**src/rtl/mprj_uart_tx.sv**
```systemverilog
// Byte-stream UART transmitter: valid/ready byte FIFO feeding an 8N1/8N2 serialiser.
// Optional even-parity bit after the data bits when UART_TX_PARITY_EN is defined.
module mprj_uart_tx #(
  parameter int CLKS_PER_BIT = 4167,
  parameter int FIFO_DEPTH   = 4,
  parameter int STOP_BITS    = 1
) (
  input  logic                          wb_clk_i,
  input  logic                          wb_rst_i,
  input  logic [7:0]                    tx_data,
  input  logic                          tx_valid,
  output logic                          tx_ready,
  output logic                          tx_o,
  output logic                          tx_oeb,
  output logic                          busy,
  output logic [$clog2(FIFO_DEPTH):0]   fifo_count
);

  localparam int TW = $clog2(CLKS_PER_BIT);
  localparam int AW = $clog2(FIFO_DEPTH);
  localparam int CW = AW + 1;
  localparam logic [TW-1:0] BIT_LAST  = TW'(CLKS_PER_BIT - 1);
  localparam logic          STOP_LAST = 1'(STOP_BITS - 1);

  localparam logic [2:0] ST_IDLE   = 3'd0;
  localparam logic [2:0] ST_START  = 3'd1;
  localparam logic [2:0] ST_DATA   = 3'd2;
`ifdef UART_TX_PARITY_EN
  localparam logic [2:0] ST_PARITY = 3'd3;
`endif
  localparam logic [2:0] ST_STOP   = 3'd4;

  logic [7:0]    mem [FIFO_DEPTH];
  logic [AW-1:0] wr_ptr;
  logic [AW-1:0] rd_ptr;
  logic          full;
  logic          empty;
  logic          push;
  logic          pop;

  logic [2:0]    state;
  logic [TW-1:0] timer;
  logic [2:0]    bit_idx;
  logic          stop_idx;
  logic [7:0]    data;
  logic          frame_done;

  assign full       = (fifo_count == CW'(FIFO_DEPTH));
  assign empty      = (fifo_count == '0);
  assign tx_ready   = !full && !wb_rst_i && !tx_oeb;
  assign push       = tx_valid && tx_ready;
  assign frame_done = (state == ST_STOP) && (timer == '0) && (stop_idx == STOP_LAST);
  assign pop        = !empty && ((state == ST_IDLE) || frame_done);
  assign busy       = (state != ST_IDLE) || !empty;

  // Pad enable releases one edge after reset drops and never reasserts.
  always_ff @(posedge wb_clk_i) begin
    if (wb_rst_i) tx_oeb <= 1'b1;
    else          tx_oeb <= 1'b0;
  end

  // NOTE: the storage array has no reset; pointers and count define which entries are valid.
  always_ff @(posedge wb_clk_i) begin
    if (push) mem[wr_ptr] <= tx_data;
  end

  always_ff @(posedge wb_clk_i) begin
    if (wb_rst_i) begin
      wr_ptr     <= '0;
      rd_ptr     <= '0;
      fifo_count <= '0;
    end else begin
      if (push) wr_ptr <= wr_ptr + 1'b1;
      if (pop)  rd_ptr <= rd_ptr + 1'b1;
      case ({push, pop})
        2'b10:   fifo_count <= fifo_count + 1'b1;
        2'b01:   fifo_count <= fifo_count - 1'b1;
        default: fifo_count <= fifo_count;
      endcase
    end
  end

  // Serialiser: tx_o is registered and updated on each bit boundary.
  always_ff @(posedge wb_clk_i) begin
    if (wb_rst_i) begin
      state    <= ST_IDLE;
      timer    <= '0;
      bit_idx  <= '0;
      stop_idx <= 1'b0;
      data     <= '0;
      tx_o     <= 1'b1;
    end else begin
      case (state)
        ST_IDLE: begin
          if (pop) begin
            data  <= mem[rd_ptr];
            timer <= BIT_LAST;
            state <= ST_START;
            tx_o  <= 1'b0;
          end
        end
        ST_START: begin
          if (timer == '0) begin
            timer   <= BIT_LAST;
            bit_idx <= '0;
            state   <= ST_DATA;
            tx_o    <= data[0];
          end else begin
            timer <= timer - 1'b1;
          end
        end
        ST_DATA: begin
          if (timer == '0) begin
            timer <= BIT_LAST;
            if (bit_idx == 3'd7) begin
`ifdef UART_TX_PARITY_EN
              state <= ST_PARITY;
              tx_o  <= ^data;
`else
              state    <= ST_STOP;
              stop_idx <= 1'b0;
              tx_o     <= 1'b1;
`endif
            end else begin
              bit_idx <= bit_idx + 3'd1;
              tx_o    <= data[bit_idx + 3'd1];
            end
          end else begin
            timer <= timer - 1'b1;
          end
        end
`ifdef UART_TX_PARITY_EN
        ST_PARITY: begin
          if (timer == '0) begin
            timer    <= BIT_LAST;
            state    <= ST_STOP;
            stop_idx <= 1'b0;
            tx_o     <= 1'b1;
          end else begin
            timer <= timer - 1'b1;
          end
        end
`endif
        ST_STOP: begin
          if (timer == '0) begin
            if (stop_idx == STOP_LAST) begin
              if (pop) begin
                // Next byte starts on the same edge so frames abut with no idle gap.
                data  <= mem[rd_ptr];
                timer <= BIT_LAST;
                state <= ST_START;
                tx_o  <= 1'b0;
              end else begin
                state <= ST_IDLE;
              end
            end else begin
              stop_idx <= stop_idx + 1'b1;
              timer    <= BIT_LAST;
            end
          end else begin
            timer <= timer - 1'b1;
          end
        end
        default: begin
          state <= ST_IDLE;
          tx_o  <= 1'b1;
        end
      endcase
    end
  end

endmodule

```
**config.mk**
```make
export PLATFORM = sky130hd
export DESIGN_NAME = mprj_uart_tx
export DESIGN_NICKNAME = d
export VERILOG_FILES = /design/src/rtl/mprj_uart_tx.sv
export SDC_FILE = /design/constraint.sdc
export NUM_CORES = 1
export LEC_CHECK = 0
export ABC_AREA = 0
export CORE_MARGIN = 8
export CORE_UTILIZATION = 33
export CTS_CLUSTER_SIZE = 14
export DETAILED_ROUTE_END_ITERATION = 16
export PLACE_DENSITY_LB_ADDON = 0.1
export SETUP_SLACK_MARGIN = 0.05
export SLEW_MARGIN = 20
export SYNTH_ARGS = -nofsm -noshare
export SYNTH_HDL_FRONTEND = slang
export SYNTH_SLANG_ARGS = --single-unit
```
**constraint.sdc**
```tcl
create_clock -name wb_clk_i -period 2.9 [get_ports wb_clk_i]
set_input_delay 0.87 -clock wb_clk_i [delete_from_list [all_inputs] [get_ports wb_clk_i]]
set_output_delay 0.87 -clock wb_clk_i [all_outputs]
set_load 0.05 [all_outputs]
```
# Yosys cells after proc, flatten, opt, wreduce, memory -nomap -nowiden
# Memories as Yosys holds them, arrays and structs flattened. A register that Yosys moved wholly into a read port is not among the register bits.
# Index checks and enable logic that the tools add are counted.
[totals] ff_bits=37 mem_bits_rw=32 input_bits=11 output_inout_bits=7 wordCells=102 n_memories=1
[op_classes] n_addsub=7 n_lt_le_gt_ge=1 eq_ne=14 mux=41 bitwise_logic=1 n_reduce_logical=27
[memory_table] name="mem" words=4 word_bits=8 read_ports=1 rd_clocked_by_memory_dff=1 wr=1 line="33" source="logic [7:0] mem [FIFO_DEPTH];"
[ops] op="two-way mux 13 bit" count=4
[ops] op="case mux 13 bit (3 select lines)" count=1
[ops] op="two-way mux 3 bit" count=9
[ops] op="two-way mux 8 bit" count=3
[ops] op="case mux 8 bit (2 select lines)" count=1
[ops] op="two-way mux 1 bit" count=15
[ops] op="logical NOT 13 bit" count=1
[ops] op="subtractor 13 x 1 -> 13 bit, second input constant" count=1
[ops] op="!= test 2 bit, second input constant" count=6
[ops] op="case mux 3 bit (2 select lines)" count=2
[ops] op="case mux 3 bit (4 select lines)" count=1
[ops] op="AND reduction 4 bit" count=3
[ops] op="== test 3 bit, second input constant" count=3
[ops] op="nonzero test 2 bit" count=4
[ops] op="adder 3 x 1 -> 3 bit, second input constant" count=2
[ops] op="logical AND 1 bit" count=6
[ops] op="logical NOT 3 bit" count=2
[ops] op="AND reduction 6 bit" count=1
[ops] op="nonzero test 3 bit" count=2
[ops] op="adder 2 x 1 -> 2 bit, second input constant" count=2
[ops] op="logical NOT 1 bit" count=4
[ops] op="less-than comparator 3 x 4 -> 1 bit, second input constant" count=1
[ops] op="two-way mux 2 bit" count=2
[ops] op="case mux 1 bit (4 select lines)" count=1
[ops] op="other kinds (13)" count=14

# Depth between registers and ports, before layout
# Gate-level depths: netlist of the first run.
[depth] depth_word=9 mapped_depth=13 ltp_nobuf=12

# Worst setup path after synthesis of the first run
# OpenSTA, ideal clock, no wires.
[synth_timing] path_type="reg-to-reg" from="register timer[0]" to="register fifo_count[2]" setup_time_ps=70 t_arrival_ps=3039 required_time_ps=2830 path_slack_ps=-210 path_stages_with_launch=14 path_buffers=1 period_less_slack_ps=3110 cell_sequence="dfxtp_1 inv_1 ha_1 or3b_2 buf_2 o41ai_4 nand2_2 inv_1 ha_1 inv_1 fa_1 xor2_1 or3_1 a21oi_1"
[synth_between] elab_chain_len=7 elab_cells_between_ends=9 cone_classes="eq/ne: 2; mux: 1; reduce/logical: 6"
[synth_lines] element="start: declaration" line="42" source="logic [TW-1:0] timer;"
[synth_lines] element="start signal: assignment" line="109" source="timer <= timer - 1'b1;"
[synth_lines] element="start signal: assignment" line="129" source="timer <= timer - 1'b1;"
[synth_lines] element="start signal: assignment" line="161" source="timer <= timer - 1'b1;"
[synth_lines] element="logical NOT 13 bit (*)" line="52" source="assign frame_done = (state == ST_STOP) && (timer == '0) && (stop_idx == STOP_LAST);"
[synth_lines] element="logical AND 1 bit (*) (2 in a row)" line="52"
[synth_lines] element="logical OR 1 bit (*)" line="53" source="assign pop = !empty && ((state == ST_IDLE) || frame_done);"
[synth_lines] element="logical AND 1 bit (*)" line="53"
[synth_lines] element="via pop" line="39" source="logic pop;"
[synth_lines] element="== test 2 x 1 -> 1 bit or == test 2 bit (tied branches)" line="75" source="case ({push, pop})"
[synth_lines] element="case mux 3 bit (2 select lines) or nonzero test 2 bit (tied branches)"
[synth_lines] element="end signal: assignment" line="76" source="2'b10: fifo_count <= fifo_count + 1'b1;"
[synth_lines] element="end signal: assignment" line="77" source="2'b01: fifo_count <= fifo_count - 1'b1;"
[synth_lines] element="end signal: assignment" line="78" source="default: fifo_count <= fifo_count;"
[synth_lines] element="end: declaration" line="16" source="output logic [$clog2(FIFO_DEPTH):0] fifo_count"
# The timed path passes the listed nets; every way through them passes the cells marked *.
# A chain may end at the register's enable or synchronous reset.

# Worst setup path in the final report of the first run
[layout_timing] from="register timer[10]" to="register fifo_count[2]"
# Same word-level chain as after synthesis.

==> flow_metrics.env, run 1 <==
export IMPL_seq_area_frac_synth=0.5167
export IMPL_worst_hold_slack_ns=0.4789
export IMPL_total_power_mw=3.919
export IMPL_cts_buffers_inserted=9
export IMPL_wl_per_cell_um=16.02
export IMPL_place_hpwl_mm=5.146
export IMPL_gr_total_overflow=0
export IMPL_synth_seq_cells=70
export IMPL_synth_nets=312
export IMPL_place_inst=450
export IMPL_grt_max_degree=23
export IMPL_path_buf_inv=2
export IMPL_synth_top_area_cell="edfxtp_1"
export IMPL_async_flop_share=0
export IMPL_track_usage=0.1196
export IMPL_setup_ws_ns=0.2297
export IMPL_grt_pass1_vias=2467
export IMPL_hold_depth=2
export IMPL_placed_area_um2=3835
export IMPL_status="finished, final reports clean"
export IMPL_synth_cell_type_count=59
export IMPL_cpLargestDelayFamily="simple AND/OR/NAND/NOR gates"
export IMPL_netlist_top_cells_area="edfxtp_1 29%, dfxtp_1 23%, mux4_2 6.8%"
export IMPL_period_minus_slack_ns=2.670
export IMPL_synth_ff_type="dfxtp_1"
export IMPL_netlist_area_um2=3332
export IMPL_end_kind="register"
export IMPL_worstSetupPathDepth=10
export IMPL_slowest_delay_ns=0.67
export IMPL_drt_vias_per_instance=5.261
export IMPL_dpl_worst_slack_ns=-0.07415
export IMPL_p_per_area_nw_per_um2=965.1
export IMPL_maxSlewViolCount=0
export IMPL_cp_data_required_time_ns=3.19
export IMPL_hold_path_class="reg2reg"
export IMPL_multi_input_area_um2=1460
export IMPL_firstDrtPassIters=4
export IMPL_placementRows=36
export IMPL_finalHoldViolations=0
export IMPL_drc=0
export IMPL_io_buffers=17
export IMPL_seq_area_um2=1722
export IMPL_cp_arrival_ns=2.96
export IMPL_rsz0062_at_grt="no"
export IMPL_instances_no_fill=468
export IMPL_slowest_stage="or4_1"
export IMPL_worstSetupStartpointType="register"
export IMPL_clock_skew_ns=0.01678
export IMPL_fp_dieArea_um2=13570
export IMPL_pin_count=18
export IMPL_n_antenna_cell=0
export IMPL_finalSetupTns_ns=0
export IMPL_p_leak_nw=1.383
export IMPL_fmax_ghz=0.3745
export IMPL_synth_most_common_cell="dfxtp_1"
export IMPL_yosysWarnings=0
export IMPL_cts_root_buf="clkbuf_8"
export IMPL_netlist_area_leader_share=0.2884
export IMPL_crit_fanout=5
export IMPL_wl_mm=7.498
export IMPL_start_util=0.3409
export IMPL_fin_crit_sh=0.9208
export IMPL_tightestPinTransition_ns=0.6678
export IMPL_post_route_util=0.4154
export IMPL_clk_latency_ns=0.36
export IMPL_max_cap_violations=0
export IMPL_relSlewSlack=0.5548
export IMPL_syn_area_per_cell_um2=11.41
export IMPL_core_region_area_um2=9774
export IMPL_dieWidth_um=116.5
export IMPL_postSynthCellCount=292
export IMPL_yosys_top_cells_count="38 x dfxtp_1, 32 x edfxtp_1, 20 x a21oi_1"
export IMPL_finalInstanceArea_um2=4060
export IMPL_syn2layout_area_growth_pct=21.85
export IMPL_synth_edf_count=32
export IMPL_grt_pass1_wl_mm=12.61
export IMPL_cts_sinks=70
export IMPL_antenna_found_initial=0
export IMPL_fin_nets=350
export IMPL_drtIter0Drc=221
export IMPL_antenna_left=0
export IMPL_cts_max_level=3
export IMPL_cts_buffer_depth=2
export IMPL_drive_gt1_frac=0.2358
export IMPL_setup_violations=0
export IMPL_crit_chain="or4_1 > o41ai_4 > nand2_2 > inv_2 > ha_2 > inv_1 > fa_2 > xor2_1 > or3_1 > a21oi_1"
export IMPL_fp_dieH_um=116.5
export IMPL_num_vias=2462
export IMPL_ir_drop_mv=0.3868
export IMPL_fillers=975
export IMPL_path_clk_slew_ns=0.09
export IMPL_crit_type="reg2reg"
export IMPL_r2r_cells=10
export IMPL_cts_tree="done"
export IMPL_place_congestion=0.7545
-- registers in the layout, summed over array words and instances, names as in the netlist, named ones only --
register,count
tx_o,1
timer,13
tx_oeb,1
data,8
rd_ptr,2
mem,32
fifo_count,3
wr_ptr,2
state,3
bit_idx,3
-- where the power goes --
group | leakage, nW | internal (mW) | switching [mW]
Combinational | 0.682 | 0.753 | 1.02
Sequential | 0.600 | 1.20 | 0.154
Clock | 0.102 | 0.342 | 0.456
-- per-layer routing --
metal,up-vias,global-route usage,share of wire
met5,-,0,0
met4,0,0.04235,0.011
met3,8,0.02896,0.029
met2,39,0.2018,0.49
met1,1208,0.1453,0.46
li1,1207,-,-
-- repair_timing --
item / in CTS / in global routing
pin swaps: 1 / 3
setup endpoints to repair: 2 / 1
buffers inserted: 1 / 1
hold buffers: 0 / 0
gates resized for setup: 2 / 6
-- worst min-delay path: cells and delay by family (launching register included) --
kind           cells  cell delay (ns)
flip-flops         1             0.31
AO/OA/AOI/OAI      2             0.12
-- cells in the final DEF (no fill, tap or decap), types with 3 or more instances in the layout --
master	netlist	layout
inv_1	15	12
o31ai_1	5	5
o21ai_0	13	13
clkdlybuf4s50_1	0	15
inv_8	0	4
o211ai_1	3	3
nand2_1	6	6
edfxtp_1	32	32
or4_1	4	4
nor4_1	3	3
ha_1	8	6
a311oi_1	5	5
a41oi_1	3	3
dfxtp_1	38	38
mux4_2	10	10
and2_1	4	4
nand3_1	13	13
inv_2	0	3
a21oi_1	20	20
or3_1	5	5
buf_4	0	28
xor2_1	4	4
nand4_1	4	4
nor2_1	16	16
nor3_1	8	7
buf_12	0	5
a31oi_1	7	7
a211oi_1	6	5
clkbuf_8	1	9
-- final timing paths --
kind,from,end,slack [ns]
setup reg to reg,timer[10],fifo_count[2],0.23
hold reg to reg,data[3],data[3],0.48
hold / removal,data[3],data[3],0.48
setup / recovery,timer[10],fifo_count[2],0.23
-- logic make-up after synthesis --
logic type	after synthesis	synth area share
compound gates	82	0.1724
simple gates	77	0.1337
flops	70	0.5167
buf+inv	36	0.05107
mux	12	0.07398
fa+ha+maj	10	0.03906
xor+xnor	5	0.01314
-- area by class of cell --
cell class / instances / area share
well taps: 133 / 0.04099
clock inverters: 7 / 0.01757
multi-input cells: 186 / 0.3596
inverters: 15 / 0.01387
clock buffers: 9 / 0.03051
repair buffers: 48 / 0.1134
flip-flops and latches: 70 / 0.4240
(Power assumes the default switching activity.)
==> run 2: changes to the inputs <==
--- a/config.mk
+++ b/config.mk
@@ -6,6 +6,7 @@
 export NUM_CORES = 1
 export LEC_CHECK = 0
 export ABC_AREA = 0
+export CAP_MARGIN = 20
 export CORE_MARGIN = 8
 export CORE_UTILIZATION = 33
 export CTS_CLUSTER_SIZE = 14
==> results of run 2 <==
The final DEF is identical to that of run 1; final timing and power are the same.
==> RTL edit 1 (flow settings as in run 1) <==
Build with the macro `UART_TX_PARITY_EN` defined.
--- a/src/rtl/mprj_uart_tx.sv
+++ b/src/rtl/mprj_uart_tx.sv
@@ -2,2 +2,4 @@
 // Optional even-parity bit after the data bits when UART_TX_PARITY_EN is defined.
+`define UART_TX_PARITY_EN
+
 module mprj_uart_tx #(
Behaviour: no difference found for any inputs over 10 cycles, from zero or initial values and one cycle with wb_rst_i high; that may be too few to reach the edited logic, so the function may still have changed.
==> RTL edit 1 against run 1 <==
Non-clock buffer count decreased by 19. Setup slack got worse by 0.10 ns. Critical path type is now in2out. Critical endpoint is now tx_ready. Synthesized area decreased by 2.6%. First-iteration DRC count decreased by 63%. Total power increased by 9.5%. Utilization decreased by 1.9 points. Cell area decreased by 5.8%. Sequential cell count unchanged. Routed wire length decreased by 15%.
==> RTL edit 1: results (changes against run 1) <==
Status:
- The run finished with clean final reports.

Global route:
- The met1 track demand over resource in global routing came to 12.5% (-2.0 points).
- The first-pass GRT wire length is 10.9 mm (-14%).
- The maximum number of pins on one net before global-route repair came to 38 (+65%).
- The global routing usage summed across all routing layers is 10.6% (-1.3 points).

Critical path:
- For this design, the slowest cell found on the critical path is sky130_fd_sc_hd__clkdlybuf4s50_1.
- The launch instance of the worst register-to-register path is timer[0].
- The flop-to-flop setup slack was 0.27 ns (+0.04 ns).

Detailed routing:
- The violation count after the first detailed-route iteration came to 82 (-63%).
- The vias after detailed routing is 2164 (-12%).
- The post-detailed-route via-to-cell ratio came to 4.84 (-8.0%).

Synthesis:
- The net count of the mapped netlist is 302 (-3.2%).
- Sorting the synthesized cells by how often they occur yields 38 x sky130_fd_sc_hd__dfxtp_1, 32 x sky130_fd_sc_hd__edfxtp_1, 27 x sky130_fd_sc_hd__nor2_1.
- The sequential cell area fraction in the yosys report is 53.1% (+1.4 points).
- The synthesized instance count is 282 (-3.4%).

Layout:
- The number of nets at the end of the flow is 329 (-6.0%).
- The share of layout cells above drive strength 1 was 17.5% (-6.1 points).

Pwr:
- The static leakage power is 1.30 nW (-6.2%).
- The peak ir drop on the vdd network is 0.345 mV (-11%).

Place:
- The placed standard-cell area is 0.00363 mm² (-5.3%).
- The final estimated routing congestion in global placement is 0.721 (-4.4%).
- The number of placed instances, taps included is 431 (-4.2%).
- The sum of net half-perimeters after detailed placement is 4.41 mm (-14%).

STA:
- The worst hold slack is 0.471 ns (-0.00764 ns).
- The measured slew at the worst slew-check pin came to 0.618 ns (-0.0497 ns).
- The largest clock skew in the final design is 0.0136 ns (-0.00323 ns).

Worst hold path:
- The origin of the worst min-delay path is bit_idx[1].
- The path with the worst hold slack has its endpoint at bit_idx[1].

CTS:
- The number of cells upsized or downsized after cts was 1 (-1).
- The number of buffers inserted by post-CTS setup repair is 0 (-1).
RTL edit 1: metal layers:
layer / up-vias / part of all wire [%]
met3: 7 / 3.0
li1: 1100 / -
met1: 1031 / 48
met4: 0 / 1.3
met2: 26 / 48
met5: - / 0
RTL edit 1: cells by family (layout without fill, tap and decap cells):
family / Yosys count / after routing / share of synthesized area (%)
muxes: 21 / 21 / 9.56
xor gates and xnor gates: 15 / 15 / 4.05
adders and majority gates: 9 / 9 / 3.70
buffers and inverters: 25 / 57 / 4.01
and+or+nand+nor: 90 / 90 / 15.7
DFF: 70 / 70 / 53.1
AOI/OAI and AO/OA: 52 / 52 / 9.87
RTL edit 1: power by group:
| group | leakage [nW] | switching, mW | internal, mW |
|---|---|---|---|
| sequential | 0.600 | 0.242 | 1.22 |
| clock | 0.0981 | 0.436 | 0.340 |
| combinational | 0.599 | 1.12 | 0.932 |
| total | 1.30 | 1.80 | 2.49 |
RTL edit 1: worst max-delay path by stage:
| stage | cells past startpoint | startpoint | slack (ns) | endpoint |
|---|---|---|---|---|
| global route | 12 | timer[1] | 0.07 | fifo_count[2] |
| detailed placement | 10 | wb_rst_i | 0.02 | fifo_count[2] |
| floorplan | 10 | wb_rst_i | 0.03 | fifo_count[2] |
| CTS | 4 | wb_rst_i | 0.10 | tx_ready |
| finish | 4 | wb_rst_i | 0.13 | tx_ready |
| global placement | 10 | wb_rst_i | 0.06 | fifo_count[2] |
RTL edit 1: cell type report:
class / instances / area (µm²)
clock buffer: 9 / 124
clock inverter: 7 / 70.1
fill: 985 / 5820
inverter: 12 / 45.0
multi-input combinational: 187 / 1430
sequential: 70 / 1720
tap: 133 / 166
timing repair buffer: 29 / 269
==> RTL edit 2 (flow settings as in run 1) <==
Made on the original files. Put one more register stage on the output `fifo_count`. The value now appears one clock later. The other outputs are not delayed to match.
--- a/src/rtl/mprj_uart_tx.sv
+++ b/src/rtl/mprj_uart_tx.sv
@@ -32,2 +32,4 @@
 
+  logic [$clog2(FIFO_DEPTH):0] fifo_count_s0;
+
   logic [7:0]    mem [FIFO_DEPTH];
@@ -47,4 +49,4 @@
 
-  assign full       = (fifo_count == CW'(FIFO_DEPTH));
-  assign empty      = (fifo_count == '0);
+  assign full       = (fifo_count_s0 == CW'(FIFO_DEPTH));
+  assign empty      = (fifo_count_s0 == '0);
   assign tx_ready   = !full && !wb_rst_i && !tx_oeb;
@@ -70,3 +72,3 @@
       rd_ptr     <= '0;
-      fifo_count <= '0;
+      fifo_count_s0 <= '0;
     end else begin
@@ -75,5 +77,5 @@
       case ({push, pop})
-        2'b10:   fifo_count <= fifo_count + 1'b1;
-        2'b01:   fifo_count <= fifo_count - 1'b1;
-        default: fifo_count <= fifo_count;
+        2'b10:   fifo_count_s0 <= fifo_count_s0 + 1'b1;
+        2'b01:   fifo_count_s0 <= fifo_count_s0 - 1'b1;
+        default: fifo_count_s0 <= fifo_count_s0;
       endcase
@@ -171,2 +173,6 @@
 
+  always_ff @(posedge wb_clk_i) begin
+    fifo_count <= fifo_count_s0;
+  end
+
 endmodule
Behaviour: not the same (a bounded check fails within 4 cycles, from zero or initial values and one cycle with wb_rst_i high).
==> RTL edit 2 against run 1 <==
Sequential power grew 9%. Total power grew 2.6%. Setup slack lost 0.14 ns. Sequential cell count grew 3. Routed wire length shrank 15%. Cell area shrank 6.2%. Synthesized area shrank 4.6%. Final cell count shrank 5.6%. Utilization shrank 1.7 points. Critical endpoint is now tx_ready. Largest cell class unchanged. Largest power group unchanged. Highest routed layer unchanged.
==> RTL edit 2: results (changes against run 1) <==
Critical path:
- The family of cells with the greatest summed delay on the critical path is buffers and inverters.
- Among all stages on the critical path, the largest delay is contributed by sky130_fd_sc_hd__clkdlybuf4s50_1.
- The maximum single-stage delay on the critical path is 0.45 ns (-0.22 ns).
- The arrival time of data at the critical path endpoint was 1.94 ns (-1.02 ns).

Synthesis:
- The count of flip-flops with a built-in enable after synthesis is 32 (unchanged).
- The share of async-settable or async-resettable flops after synthesis is 0% (unchanged).
- The synthesized area is 0.00318 mm² (-4.6%).
- By area the synthesized netlist is led by sky130_fd_sc_hd__edfxtp_1 30%, sky130_fd_sc_hd__dfxtp_1 26%, sky130_fd_sc_hd__mux4_2 5.7%.
- The count of different cell masters after synthesis was 55 (-6.8%).
- The net count of the mapped netlist is 297 (-4.8%).
- The Yosys warning count came to 0 (unchanged).
- The synthesized instance count is 277 (-5.1%).
- The commonest cells after synthesis are 41 x sky130_fd_sc_hd__dfxtp_1, 32 x sky130_fd_sc_hd__edfxtp_1, 31 x sky130_fd_sc_hd__nor2_1.
- Among all flip-flop cells after synthesis, the most frequent one is sky130_fd_sc_hd__dfxtp_1.
- The sequential cell area fraction in the yosys report is 56.1% (+4.4 points).

Global route:
- The number of antenna violations at the first check in global routing was 0 (unchanged).
- The met2 track demand over resource was 16.4% (-3.7 points).
- The met1 track demand over resource in global routing came to 13.2% (-1.4 points).
- The number of global-route vias before repair came to 2174 (-12%).
- The global-route track usage on met3 came to 3.11% (+0.22 points).
- The maximum number of pins on one net before global-route repair came to 39 (+70%).
- The global routing usage summed across all routing layers was 10.5% (-1.5 points).
- The first-pass GRT wire length came to 10.8 mm (-15%).

Detailed routing:
- The vias after detailed routing was 2147 (-13%).
- The post-detailed-routing wire length is 6.36 mm (-15%).
- The post-detailed-route via-to-cell ratio was 4.86 (-7.7%).
- The violation count after the first detailed-route iteration is 74 (-67%).
- The first-pass iteration count of the detailed router came to 4 (unchanged).

CTS:
- The clock slew at the register clock pins of the worst setup and hold paths came to 0.09 ns (about the same).
- The depth of the CTS H-tree came to 3 (unchanged).
- The later-pin clock latency in the skew report is 0.35 ns.

Layout:
- The share of layout cells above drive strength 1 is 18.1% (-5.5 points).
- The total inserted antenna cells is 0 (unchanged).
- In the final layout, the registers with the most flip-flops are mem x32, timer x13, data x8.
- The number of nets at the end of the flow is 324 (-7.4%).

Place:
- The placed standard-cell area is 0.00360 mm² (-6.0%).
- The worst slack at placement is -0.0385 ns (+0.0356 ns).
- The sum of net half-perimeters after detailed placement is 4.34 mm (-16%).
- The final estimated routing congestion in global placement came to 0.731 (-3.2%).
- The number of placed instances, taps included is 425 (-5.6%).
- The count of input and output buffers is 17 (unchanged).

Pwr:
- The peak ir drop on the vdd network is 0.397 mV (+2.6%).
- The static leakage power was 1.35 nW (-2.1%).

STA:
- The tightest slew margin relative to the limit was 58.9% (+3.5 points).
- The largest clock skew in the final design came to 0.0131 ns (-0.00370 ns).

Status:
- The run finished with clean final reports.

Worst hold path:
- In this run the worst hold path is classified as reg2reg.
[RTL edit 2: changes by cell type in the layout (fill, tap and decap cells not counted), moves of 4 or more]
cell / change
sky130_fd_sc_hd__a311oi_1: -5
sky130_fd_sc_hd__a31oi_1: -4
sky130_fd_sc_hd__and3_1: +4
sky130_fd_sc_hd__buf_12: -4
sky130_fd_sc_hd__buf_4: -12
sky130_fd_sc_hd__mux2i_1: +11
sky130_fd_sc_hd__nand2_1: +8
sky130_fd_sc_hd__nand3_1: -11
sky130_fd_sc_hd__nor2_1: +15
sky130_fd_sc_hd__o21ai_0: -5
sky130_fd_sc_hd__o31ai_1: -4
[RTL edit 2: layer usage]
layer,wire length [µm],up-vias
met5,0,-
met2,2900,22
met4,77,0
met1,3190,1034
met3,192,7
li1,-,1084
[RTL edit 2: worst paths after layout]
check        depth (start not counted)              from  slack [ns]          endpoint
max                                  4          wb_rst_i        0.09          tx_ready
min                                  0  fifo_count_s0[0]        0.42     fifo_count[0]
max reg2reg                         10          timer[4]        0.23  fifo_count_s0[2]
min reg2reg                          0  fifo_count_s0[0]        0.42     fifo_count[0]
[RTL edit 2: where the power goes]
part           internal (mW)  switching, mW  leakage [nW]
registers               1.27          0.202         0.625
clock network          0.325          0.425        0.0848
logic                  0.786           1.01         0.644
total                   2.38           1.64          1.35
[RTL edit 2: stage by stage]
stage               utilization (%)  total power [mW]
finish                         39.9              4.02
floorplan                         -              2.82
CTS                            39.7              4.03
global route                   39.9              4.33
detailed placement             37.7              3.26
global placement               37.7              3.26
[RTL edit 2: cell families (layout without fill, tap and decap cells)]
group	count (synthesis)	after routing	share of synthesized area, %
simple gates	85	85	13.7
flops	73	73	56.1
compound gates	54	54	11.2
buf+inv	29	61	3.86
mux	20	20	9.45
fa+ha+maj	9	9	3.78
xor+xnor	7	7	1.93
[RTL edit 2: area by class of cell]
class | count | area (µm²)
inverters | 12 | 45.0
multi-input cells | 175 | 1330
clock buffers | 9 | 124
flip-flops and latches | 73 | 1780
repair buffers | 33 | 302
fillers | 965 | 5740
clock inverters | 7 | 60.1
well taps | 133 | 166
[RTL edit 2: repair_timing]
action / CTS / global route
hold buffers: 0 / 0
endpoints found under the setup margin: 0 / 2
setup buffers: 0 / 1
gates resized for setup: 0 / 4
